<file path="src/rtl/uart_pkg.sv">
// Shared UART definitions: assembler state encoding and the default character width.
package uart_pkg;

    localparam int DBITS_DEFAULT = 8;

    localparam logic [1:0] ST_IDLE    = 2'd0;
    localparam logic [1:0] ST_COLLECT = 2'd1;
    localparam logic [1:0] ST_DONE    = 2'd2;

    typedef enum logic [1:0] {
        IDLE    = ST_IDLE,
        COLLECT = ST_COLLECT,
        DONE    = ST_DONE
    } asm_state_t;

endpackage

</file>
<file path="src/rtl/frame_out_buf.sv">
// One-deep valid/ready register stage. A load is taken when the stage is empty
// or draining in the same cycle; otherwise it is refused and flagged as a drop.
module frame_out_buf #(
    parameter int W = 128
) (
    input  logic         clk,
    input  logic         rst_n,
    input  logic         load,
    input  logic [W-1:0] load_data,
    input  logic         ready,
    output logic         valid,
    output logic [W-1:0] data,
    output logic         drop
);

    assign drop = load && valid && !ready;

    // Hold the frame while the consumer stalls; replace it or empty it on a transfer.
    always_ff @(posedge clk or negedge rst_n) begin
        if (!rst_n) begin
            valid <= 1'b0;
            data  <= '0;
        end else if (load && (!valid || ready)) begin
            valid <= 1'b1;
            data  <= load_data;
        end else if (valid && ready) begin
            valid <= 1'b0;
        end
    end

endmodule

</file>
<file path="src/rtl/uart_frame_assembler.sv">
// Packs the UART receive byte stream into fixed-layout frames with a runtime
// length, an inter-byte abort timer and a one-deep output buffer.
module uart_frame_assembler
    import uart_pkg::*;
#(
    parameter int DBITS          = DBITS_DEFAULT,
    parameter int FRAME_BYTES    = 16,
    parameter int TIMEOUT_CYCLES = 1000000,
    parameter int CNT_W          = 8
) (
    input  logic                         clk,
    input  logic                         rst_n,
    input  logic [DBITS-1:0]             byte_in,
    input  logic                         byte_valid,
    input  logic [CNT_W-1:0]             frame_len,
    output logic [FRAME_BYTES*DBITS-1:0] frame_out,
    output logic                         frame_valid,
    input  logic                         frame_ready,
    output logic [CNT_W-1:0]             byte_count,
    output logic                         overrun,
    output logic                         timeout_err,
    input  logic                         clr_err
);

    localparam int TW = (TIMEOUT_CYCLES > 2) ? $clog2(TIMEOUT_CYCLES) : 1;
    localparam logic [TW-1:0] TMAX = TW'((TIMEOUT_CYCLES > 0) ? TIMEOUT_CYCLES - 1 : 0);
    localparam logic [CNT_W-1:0] MAX_LEN = CNT_W'(FRAME_BYTES);

    asm_state_t state, state_n;

    logic [CNT_W-1:0]             len_q;
    logic [CNT_W-1:0]             len_in;
    logic [CNT_W-1:0]             bc, bc_n;
    logic [TW-1:0]                tcnt, tcnt_n;
    logic                         wr_en;
    logic [CNT_W-1:0]             wr_slot;
    logic                         latch_len;
    logic                         load;
    logic                         abort;
    logic                         drop;
    logic [DBITS-1:0]             mem [FRAME_BYTES];
    logic [FRAME_BYTES*DBITS-1:0] frame_data;

    assign len_in     = (frame_len == '0 || frame_len > MAX_LEN) ? MAX_LEN : frame_len;
    assign byte_count = bc;

    // State, byte counter, timeout counter and latched length registers.
    always_ff @(posedge clk or negedge rst_n) begin
        if (!rst_n) begin
            state <= IDLE;
            bc    <= '0;
            tcnt  <= '0;
            len_q <= '0;
        end else begin
            state <= state_n;
            bc    <= bc_n;
            tcnt  <= tcnt_n;
            if (latch_len) begin
                len_q <= len_in;
            end
        end
    end

    // Next-state and datapath control; a byte seen in IDLE or DONE always starts a new frame.
    always_comb begin
        state_n   = state;
        bc_n      = bc;
        tcnt_n    = '0;
        wr_en     = 1'b0;
        wr_slot   = bc;
        latch_len = 1'b0;
        load      = 1'b0;
        abort     = 1'b0;
        case (state)
            IDLE: begin
            end
            COLLECT: begin
                if (byte_valid) begin
                    wr_en = 1'b1;
                    bc_n  = bc + 1'b1;
                    if (bc == len_q - 1'b1) begin
                        state_n = DONE;
                    end
                end else if (TIMEOUT_CYCLES != 0) begin
                    if (tcnt == TMAX) begin
                        abort   = 1'b1;
                        bc_n    = '0;
                        state_n = IDLE;
                    end else begin
                        tcnt_n = tcnt + 1'b1;
                    end
                end
            end
            DONE: begin
                load    = 1'b1;
                bc_n    = '0;
                state_n = IDLE;
            end
            default: begin
                state_n = IDLE;
                bc_n    = '0;
            end
        endcase
        if (byte_valid && (state == IDLE || state == DONE)) begin
            latch_len = 1'b1;
            wr_en     = 1'b1;
            wr_slot   = '0;
            bc_n      = CNT_W'(1);
            state_n   = (len_in == CNT_W'(1)) ? DONE : COLLECT;
        end
    end

    // Collect buffer: each slot is written only when its write enable matches.
    always_ff @(posedge clk or negedge rst_n) begin
        if (!rst_n) begin
            for (int k = 0; k < FRAME_BYTES; k++) begin
                mem[k] <= '0;
            end
        end else begin
            for (int k = 0; k < FRAME_BYTES; k++) begin
                if (wr_en && wr_slot == CNT_W'(k)) begin
                    mem[k] <= byte_in;
                end
            end
        end
    end

    // Pack the collect buffer, forcing slots at or beyond the frame length to zero.
    always_comb begin
        frame_data = '0;
        for (int k = 0; k < FRAME_BYTES; k++) begin
            frame_data[k*DBITS +: DBITS] = (CNT_W'(k) < len_q) ? mem[k] : '0;
        end
    end

    // Sticky error flags; a new event in the same cycle beats the clear.
    always_ff @(posedge clk or negedge rst_n) begin
        if (!rst_n) begin
            overrun     <= 1'b0;
            timeout_err <= 1'b0;
        end else begin
            if (drop) begin
                overrun <= 1'b1;
            end else if (clr_err) begin
                overrun <= 1'b0;
            end
            if (abort) begin
                timeout_err <= 1'b1;
            end else if (clr_err) begin
                timeout_err <= 1'b0;
            end
        end
    end

    frame_out_buf #(
        .W(FRAME_BYTES*DBITS)
    ) u_out_buf (
        .clk       (clk),
        .rst_n     (rst_n),
        .load      (load),
        .load_data (frame_data),
        .ready     (frame_ready),
        .valid     (frame_valid),
        .data      (frame_out),
        .drop      (drop)
    );

endmodule

</file>
<file path="config.mk">
export PLATFORM = sky130hd
export DESIGN_NAME = uart_frame_assembler
export DESIGN_NICKNAME = d
export VERILOG_FILES = /design/src/rtl/uart_pkg.sv /design/src/rtl/frame_out_buf.sv /design/src/rtl/uart_frame_assembler.sv
export SDC_FILE = /design/constraint.sdc
export NUM_CORES = 1
export LEC_CHECK = 0
export BUFFER_PORTS_ARGS = -buffer_cell sky130_fd_sc_hd__buf_2
export CAP_MARGIN = 20
export CELL_PAD_IN_SITES_DETAIL_PLACEMENT = 1
export CELL_PAD_IN_SITES_GLOBAL_PLACEMENT = 1
export CORE_MARGIN = 4
export CORE_UTILIZATION = 48
export DETAILED_ROUTE_END_ITERATION = 16
export PLACE_DENSITY_LB_ADDON = 0.3
export SETUP_SLACK_MARGIN = 0.1
export SYNTH_ARGS = -nofsm -noshare
export SYNTH_HDL_FRONTEND = slang
export SYNTH_HIERARCHICAL = 1
export SYNTH_SLANG_ARGS = --single-unit
</file>
<file path="constraint.sdc">
create_clock -name clk -period 2.4 [get_ports clk]
set_input_delay 0.48 -clock clk [delete_from_list [all_inputs] [get_ports clk]]
set_output_delay 0.48 -clock clk [all_outputs]
set_load 0.02 [all_outputs]
</file>
# Word-level counts from Yosys, hierarchy flattened
# Index checks and enable logic that the tools add are counted.
# op_classes
addsub	3
magnitude_cmp	17
eq_ne	23
muxes	44
reduce_logical	34
# ops
cell	n
2-to-1 mux 8 bit	21
== test 8 x 4 -> 1 bit (second input constant)	8
< comparator 4 x 8 -> 1 bit (first input constant)	8
2-to-1 mux 20 bit	3
== test 8 x 3 -> 1 bit (second input constant)	4
< comparator 3 x 8 -> 1 bit (first input constant)	4
logical AND 1 bit	21
adder 20 x 1 -> 20 bit (second input constant)	1
== test 20 bit (second input constant)	1
== test 8 x 1 -> 1 bit (second input constant)	2
== test 8 x 2 -> 1 bit (second input constant)	2
zero test 8 bit	2
< comparator 1 x 8 -> 1 bit (first input constant)	2
< comparator 2 x 8 -> 1 bit (first input constant)	2
one-hot mux 8 bit (2 select lines)	1
2-to-1 mux 1 bit	13
2-to-1 mux 2 bit	5
adder 8 x 1 -> 8 bit (second input constant)	1
== test 8 bit	1
> comparator 8 x 5 -> 1 bit (second input constant)	1
!= test 4 bit (second input constant)	2
subtractor 8 x 1 -> 8 bit (second input constant)	1
nonzero test 2 bit	3
one-hot mux 2 bit (2 select lines)	1
other kinds (8)	11
# totals
register_bits	297
in_bits	21
output_inout_bits	139
wordCells	145

# Depth between registers and ports, before layout
# Gate-level depths: netlist of run 1.
# depth
ltp_word	6
depth_mapped	8

# Cells and area by module
# The synthesis of run 1 kept the hierarchy.
# by_module_without_submodules
mod	n_inst	cells_each	area_each_um2	seq_area_each_um2
uart_frame_assembler	1	680	8011.4	4204.0
frame_out_buf	1	276	5245.0	3228.1

# Worst setup path after synthesis of run 1
# Ideal clock, no wire load.
# synth_path
path_type	register to register
from	register bc[4] (netlist: byte_count[4])
to	register mem[64] in the netlist's numbering
setup_ns	0.125
arrival_ns	1.891
setup_slack_ns	0.384
path_stages_with_launch	6
n_path_buf	1
synth_period_minus_slack_ns	2.016
cell_sequence	dfrtp_1 -> nor4_4 -> nand2_2 -> or3_1 -> buf_6 -> mux2_4
# synth_between
elab_chain_len	3
# synth_rtl
element	line	source
start, declared	uart_frame_assembler.sv:33	logic [CNT_W-1:0] bc, bc_n;
start signal, assigned	uart_frame_assembler.sv:56	bc <= bc_n;
2-to-1 mux 8 bit	uart_frame_assembler.sv:104	if (byte_valid && (state == IDLE || state == DONE)) begin
== test 8 x 3 -> 1 bit	uart_frame_assembler.sv:121	if (wr_en && wr_slot == CNT_W'(k)) begin
logical AND 1 bit	uart_frame_assembler.sv:121	
end signal, assigned by index	uart_frame_assembler.sv:122	mem[k] <= byte_in;
end, declared	uart_frame_assembler.sv:41	logic [DBITS-1:0] mem [FRAME_BYTES];
# Every way passes these cells.
# A chain may end at the register's enable or synchronous reset.

# Final worst setup path of run 1
# layout_path
from	register bc[6] (netlist: byte_count[6])
to	register mem[85] in the netlist's numbering
# Same word-level chain as after synthesis.

==> results of run 1 <==
-- stage by stage --
step                 util  cells  hold slack (ns)  setup slack (ns)
floorplan               -    956            0.184             0.384
global placement    0.540   1451            0.452             0.142
detailed placement  0.540   1451            0.452            0.0907
CTS                 0.580   1512            0.226             0.173
global route        0.581   1512            0.247            0.0899
finish              0.581   1513            0.253             0.218
-- where the power goes --
part,switching [mW],internal [mW]
sequential,0.424,5.69
clock,1.95,3.01
combinational,1.11,1.15
-- cells by family (layout without fill, tap and decap cells) --
logic type / after synthesis / count (layout)
AO/OA/AOI/OAI: 49 / 49
XOR/XNOR: 23 / 23
adder cells (fa/ha/maj): 6 / 6
buffers and inverters: 44 / 259
flip-flops: 297 / 297
multiplexers: 256 / 256
other: 0 / 1
AND/OR/NAND/NOR: 281 / 281
-- cells in the mapped netlist, drive strengths merged, types with 3 or more instances --
cell      n  area (µm²)
inv       8        30.0
mux2    256        3300
nand4    10        62.6
nor3      8        67.6
nor2     47         199
nor4      3        40.0
or3       6        37.5
buf      20         194
nand3    12        60.1
a31oi     4        25.0
nand2b    4        32.5
o21ai    21         105
and3      5        31.3
nor2b    52         325
ha        6        75.1
nand2    40         168
clkbuf   16        60.1
a21oi     8        43.8
xnor2     6        52.6
dfrtp   297        7430
and2     80         500
a22o      4        35.0
xor2     17         149
nand4b    3        26.3
-- registers in the layout, indices dropped and copies added (netlist names) --
name / count
timeout_err: 1
mem: 128
state: 2
u_out_buf/data: 128
tcnt: 20
overrun: 1
len_q: 8
byte_count: 8
u_out_buf/valid: 1
-- area by class of cell --
type / instances / area share
inverter: 8 / 0.00191
clock inverter: 6 / 0.00375
antenna: 1 / 0.000159
clock buffer: 54 / 0.0648
sequential: 297 / 0.474
timing repair buffer: 191 / 0.0732
tap: 341 / 0.0272
multi-input combinational: 615 / 0.355
-- routing by layer --
metal / vias to the layer above / global-route usage
met3: 25 / 0.0374
met2: 149 / 0.382
met5: - / 0
li1: 3673 / -
met4: 0 / 0.0379
met1: 4245 / 0.281
-- timing repair --
| item | 4_1_cts | 5_1_grt |
|---|---|---|
| endpoints found under the setup margin | 0 | 31 |
| hold buffers | 1 | 0 |
| endpoints found under the hold margin | 51 | 0 |
| resized for setup | 0 | 4 |
-- worst max path at each step --
stage	startpoint	to	slack [ns]	cells past startpoint
floorplan	byte_count[4]	mem[64]	0.38	5
global placement	byte_valid	mem[50]	0.14	7
detailed placement	byte_valid	mem[50]	0.09	7
CTS	byte_count[6]	mem[70]	0.17	4
global route	tcnt[8]	byte_count[3]	0.09	6
finish	byte_count[6]	mem[85]	0.22	4
-- worst max-delay path, cell delays in order (launching register included) --
cell      delay, ns
dfrtp_1        0.47
nor4_4         0.44
nand4b_1       0.25
nor2_2         0.49
mux2_2         0.40
==> reports/results.tsv, run 1 <==
metric	value	unit
final_common_cell	dfrtp_1	
period_share	0.909	
synthAdderAreaFrac	0.00566	
synth_top_family_by_area	multiplexers	
dr.max_layer_used	met4	
max_freq	0.458	GHz
gp_congestion	0.802	
yosys.cell_types.count	54	
nFillCells	2678	
yosysSeqAreaShare	0.561	
synth_compound_area_frac	0.0241	
grt_pass1_wl	52100	µm
synth-xor-area-share	0.0152	
rsz0062_at_grt	yes	
syn_to_final_growth	18.4	%
path_clk_slew	0.06	ns
coreArea	27000	µm²
die_x	174	µm
seqCellArea	7430	µm²
synthSimpleGateAreaFrac	0.124	
grt_pass1_vias	9001	
synth_ff_type	dfrtp_1	
crit_type	reg2reg	
min_to	len_q[0]	
drtIter0Drc	319	
finalSetupTns	0	ns
avgSynthCellArea	13.9	µm²
setup_viol	0	
skew	0.00789	ns
synth_area	13300	µm²
grt_max_degree	60	
pin_count	160	
relSlewSlack	0.600	
groute.usage.overall	0.215	
r2r_start	byte_count[6]	
final_area	15700	µm²
postPlaceCellArea	14600	µm²
die-area	30300	µm²
insertion_delay	0.49	ns
hold_path.class	in2reg	
drt-vias-per-instance	5.35	
hpwl	21700	µm
period_minus_slack	2.18	ns
required	2.78	ns
grt_antenna_before_repair	0	
cts.sinks	297	
start_kind	register	
die_h	174	µm
drive_gt1_frac	0.447	
wirelength	32500	µm
synthesis.nets	983	
ant_nets	0	
final_hold_viol_count	0	
layout_common_cells	dfrtp_1 (297), buf_2 (158), mux2_2 (144)	
drv_slew	0	
async_flop_share	1.00	
synth-seq-cells	297	
hold_start	frame_len[0]	
numPortBuffers	159	
r2r-end	mem[85]	
clock_path_buffers	3	
worst-r2r-cell-count	4	
synth_mux_area_frac	0.249	
hold-path-cell-count	3	
nets	1174	
syn_inst	956	
met3_length	1350	µm
cp-end-kind	register	
cts_tree	built	
routed-via-count	8092	
synth-edff-count	0	
std_cell_rows	60	
avgRoutedWirePerCell	21.5	µm
grt-ovfl-total	0	
m1WireLength	13900	µm
path_max_fanout	8	
multi_input_area	5580	µm²
h-tree-depth	2	
p_total	13.3	mW
yosys_warnings	6	
p_per_area	850	nW/µm²
arrival	2.56	ns
cts-root-buf	clkbuf_16	
dr.pass1.iters	4	
p_leak	8.39	nW
post-cts-setup-buffers	0	
run_status	finished clean	
start_util	0.491	
wl_met2	16800	µm
cap_violations	0	
cts_buffers	34	
drcViolationCount	0	
worst_pin_slew	0.600	ns
rrSetupSlack	0.22	ns
ir_drop	0.410	mV
Note: power is estimated with default switching activity, not from simulation.
==> run 2: changes to the inputs <==
- ABC_AREA: not set -> 1
- CORE_UTILIZATION: 48 -> 43
==> reports/results.tsv, run 2 <==
metric	value	unit	change
wirelength	38300	µm	was 32500 µm
hold_start	clr_err		was frame_len[0]
die_h	184	µm	was 174 µm
yosys-top-cells-count	nand2_1 (514), dfrtp_1 (297), inv_1 (186), nor2_1 (173), nand3_1 (159)		was dfrtp_1 (297), mux2_2 (144), mux2_4 (111), and2_1 (80), nor2b_1 (52)
grt_max_degree	131		was 60
clock_path_buffers	3		unchanged
start_util	0.435		was 0.491
grt-ovfl-total	0		unchanged
m1WireLength	17000	µm	was 13900 µm
numPortBuffers	159		unchanged
wl_met2	18700	µm	was 16800 µm
cts_tree	built		unchanged
cts.sinks	297		unchanged
die_x	184	µm	was 174 µm
hold-path-cell-count	2		was 3
r2r-end	mem[32]		was mem[85]
ctsResizeCount	0		unchanged
synth_top_family_by_area	simple AND/OR/NAND/NOR gates		was multiplexers
hold_path.class	in2reg		unchanged
yosys.area.top_type_share	0.560		was 0.561
period_minus_slack	2.05	ns	was 2.18 ns
final_hold_viol_count	0		unchanged
avgRoutedWirePerCell	17.3	µm	was 21.5 µm
grt_antenna_before_repair	1		was 0
final_common_cell	nand2_1		was dfrtp_1
yosys_warnings	6		unchanged
insertion_delay	0.51	ns	was 0.49 ns
h-tree-depth	2		unchanged
routed-via-count	11300		was 8092
synth-edff-count	0		unchanged
relSlewSlack	0.456		was 0.600
drv_slew	0		unchanged
setup_viol	0		unchanged
pin_count	160		unchanged
skew	0.0183	ns	was 0.00789 ns
yosysSeqAreaShare	0.560		was 0.561
worst_pin_slew	0.815	ns	was 0.600 ns
yosys.cell_types.count	36		was 54
hpwl	26200	µm	was 21700 µm
drt-vias-per-instance	5.08		was 5.35
min_to	overrun		was len_q[0]
synth_ff_type	dfrtp_1		unchanged
max_freq	0.489	GHz	was 0.458 GHz
instances_no_fill	2218		was 1513
finalSetupTns	0	ns	unchanged
path_max_fanout	16		was 8
drcViolationCount	0		unchanged
synth-seq-cells	297		unchanged
period_share	0.853		was 0.909
largestRegisters	mem x128, u_out_buf/data x128, tcnt x20		unchanged
synth_area_leaders	dfrtp_1 (56%), nand2_1 (15%), nand3_1 (6.0%)		was dfrtp_1 (56%), mux2_4 (13%), mux2_2 (12%)
die-area	33700	µm²	was 30300 µm²
grt_pass1_wl	63200	µm	was 52100 µm
syn_inst	1632		was 956
drtIter0Drc	647		was 319
synth_most_common_cell	nand2_1		was dfrtp_1
p_per_area	944	nW/µm²	was 850 nW/µm²
worst-r2r-cell-count	7		was 4
synth_mux_area_frac	0		was 0.249
dr.max_layer_used	met5		was met4
synthAdderAreaFrac	0.00566		about the same
synthSimpleGateAreaFrac	0.282		was 0.124
synth_compound_area_frac	0.0624		was 0.0241
layout_common_cells	nand2_1 (513), dfrtp_1 (297), inv_1 (186)		was dfrtp_1 (297), buf_2 (158), mux2_2 (144)
crit_type	reg2reg		unchanged
required	2.75	ns	was 2.78 ns
cts-root-buf	clkbuf_16		unchanged
gp_congestion	0.885		was 0.802
syn_to_final_growth	19.0	%	was 18.4%
ir_drop	0.443	mV	was 0.410 mV
synth-xor-area-share	0.00660		was 0.0152
start_kind	register		unchanged
async_flop_share	1.00		unchanged
diodes	0		was 1
synthesis.nets	1659		was 983
rsz0062_at_grt	no		was yes
yosys.area.top_type	dfrtp_1		unchanged
arrival	2.39	ns	was 2.56 ns
groute.usage.overall	0.229		was 0.215
avgSynthCellArea	8.13	µm²	was 13.9 µm²
path_clk_slew	0.06	ns	about the same
drive_gt1_frac	0.153		was 0.447
cts_buffers	34		unchanged
worst_slack	0.354	ns	was 0.218 ns
met3_length	1910	µm	was 1350 µm
cp-end-kind	register		unchanged
rrSetupSlack	0.35	ns	was 0.22 ns
dr.pass1.iters	5		was 4
grt_pass1_vias	12000		was 9001
std_cell_rows	64		was 60
nFillCells	3721		was 2678
p_leak	8.40	nW	was 8.39 nW
pre_cts_slack	0.309	ns	was 0.0907 ns
ant_nets	0		unchanged
coreArea	30500	µm²	was 27000 µm²
cap_violations	0		unchanged
nets	1825		was 1174
place_inst	2157		was 1451
run_status	finished clean		unchanged
r2r_start	state[0]		was byte_count[6]
synth_area	13300	µm²	about the same
## run 2: what timing repair did
item / CTS / global route
hold endpoints to repair: 62 / 0
buffers inserted: 0 / 0
hold buffers: 1 / 0
## run 2: per-stage QoR
stage | power, mW | hold slack (ns) | area, µm² | utilization
6_report | 14.9 | 0.183 | 15800 | 0.517
5_1_grt | 15.8 | 0.185 | 15800 | 0.517
4_1_cts | 15.1 | 0.174 | 15800 | 0.517
3_5_place_dp | 9.78 | 0.456 | 14600 | 0.480
3_3_place_gp | 9.63 | 0.446 | 14600 | 0.480
2_1_floorplan | 8.32 | 0.184 | 13300 | -
## run 2: how the worst max path moves through the flow
stage / start / to / slack (ns) / cells past startpoint
after global routing: state[0] / mem[5] / 0.22 / 7
after detailed placement: byte_valid / mem[39] / 0.31 / 9
after CTS: state[0] / mem[32] / 0.31 / 7
final: state[0] / mem[32] / 0.35 / 7
after global placement: byte_valid / mem[4] / 0.37 / 9
after floorplan: byte_count[6] / mem[103] / 0.55 / 8
## run 2: cell type report
| class | instances | area (µm²) | area share |
|---|---|---|---|
| Clock buffer | 54 | 1070 | 0.0676 |
| Clock inverter | 6 | 58.8 | 0.00373 |
| Inverter | 190 | 713 | 0.0452 |
| Multi-Input combinational cell | 1069 | 4750 | 0.301 |
| Sequential cell | 297 | 7430 | 0.471 |
| Tap cell | 396 | 495 | 0.0314 |
| Timing Repair Buffer | 206 | 1260 | 0.0799 |
## run 2: cell families after synthesis
group | Yosys count
and+or+nand+nor | 891
DFF | 297
buffers and inverters | 266
AOI/OAI and AO/OA | 162
xor gates and xnor gates | 10
adders and majority gates | 6
## run 2: layer usage
layer,global-route usage,vias to the layer above
met1,0.304,5573
met4,0.0492,2
met5,0,-
met3,0.0435,55
met2,0.395,217
li1,-,5419
## run 2: worst max-delay path, stage by stage, from the launching register on
cell and delay (ns):
dfrtp_1 0.56, nor2_8 0.12, buf_4 0.20, nor4_2 0.23
buf_4 0.17, nand2_1 0.28, nand2_1 0.19, o21ai_0 0.12
## run 2: power breakdown
part           switching, mW  internal (mW)
Combinational           2.46           1.08
Clock                   2.04           3.15
Sequential             0.472           5.69
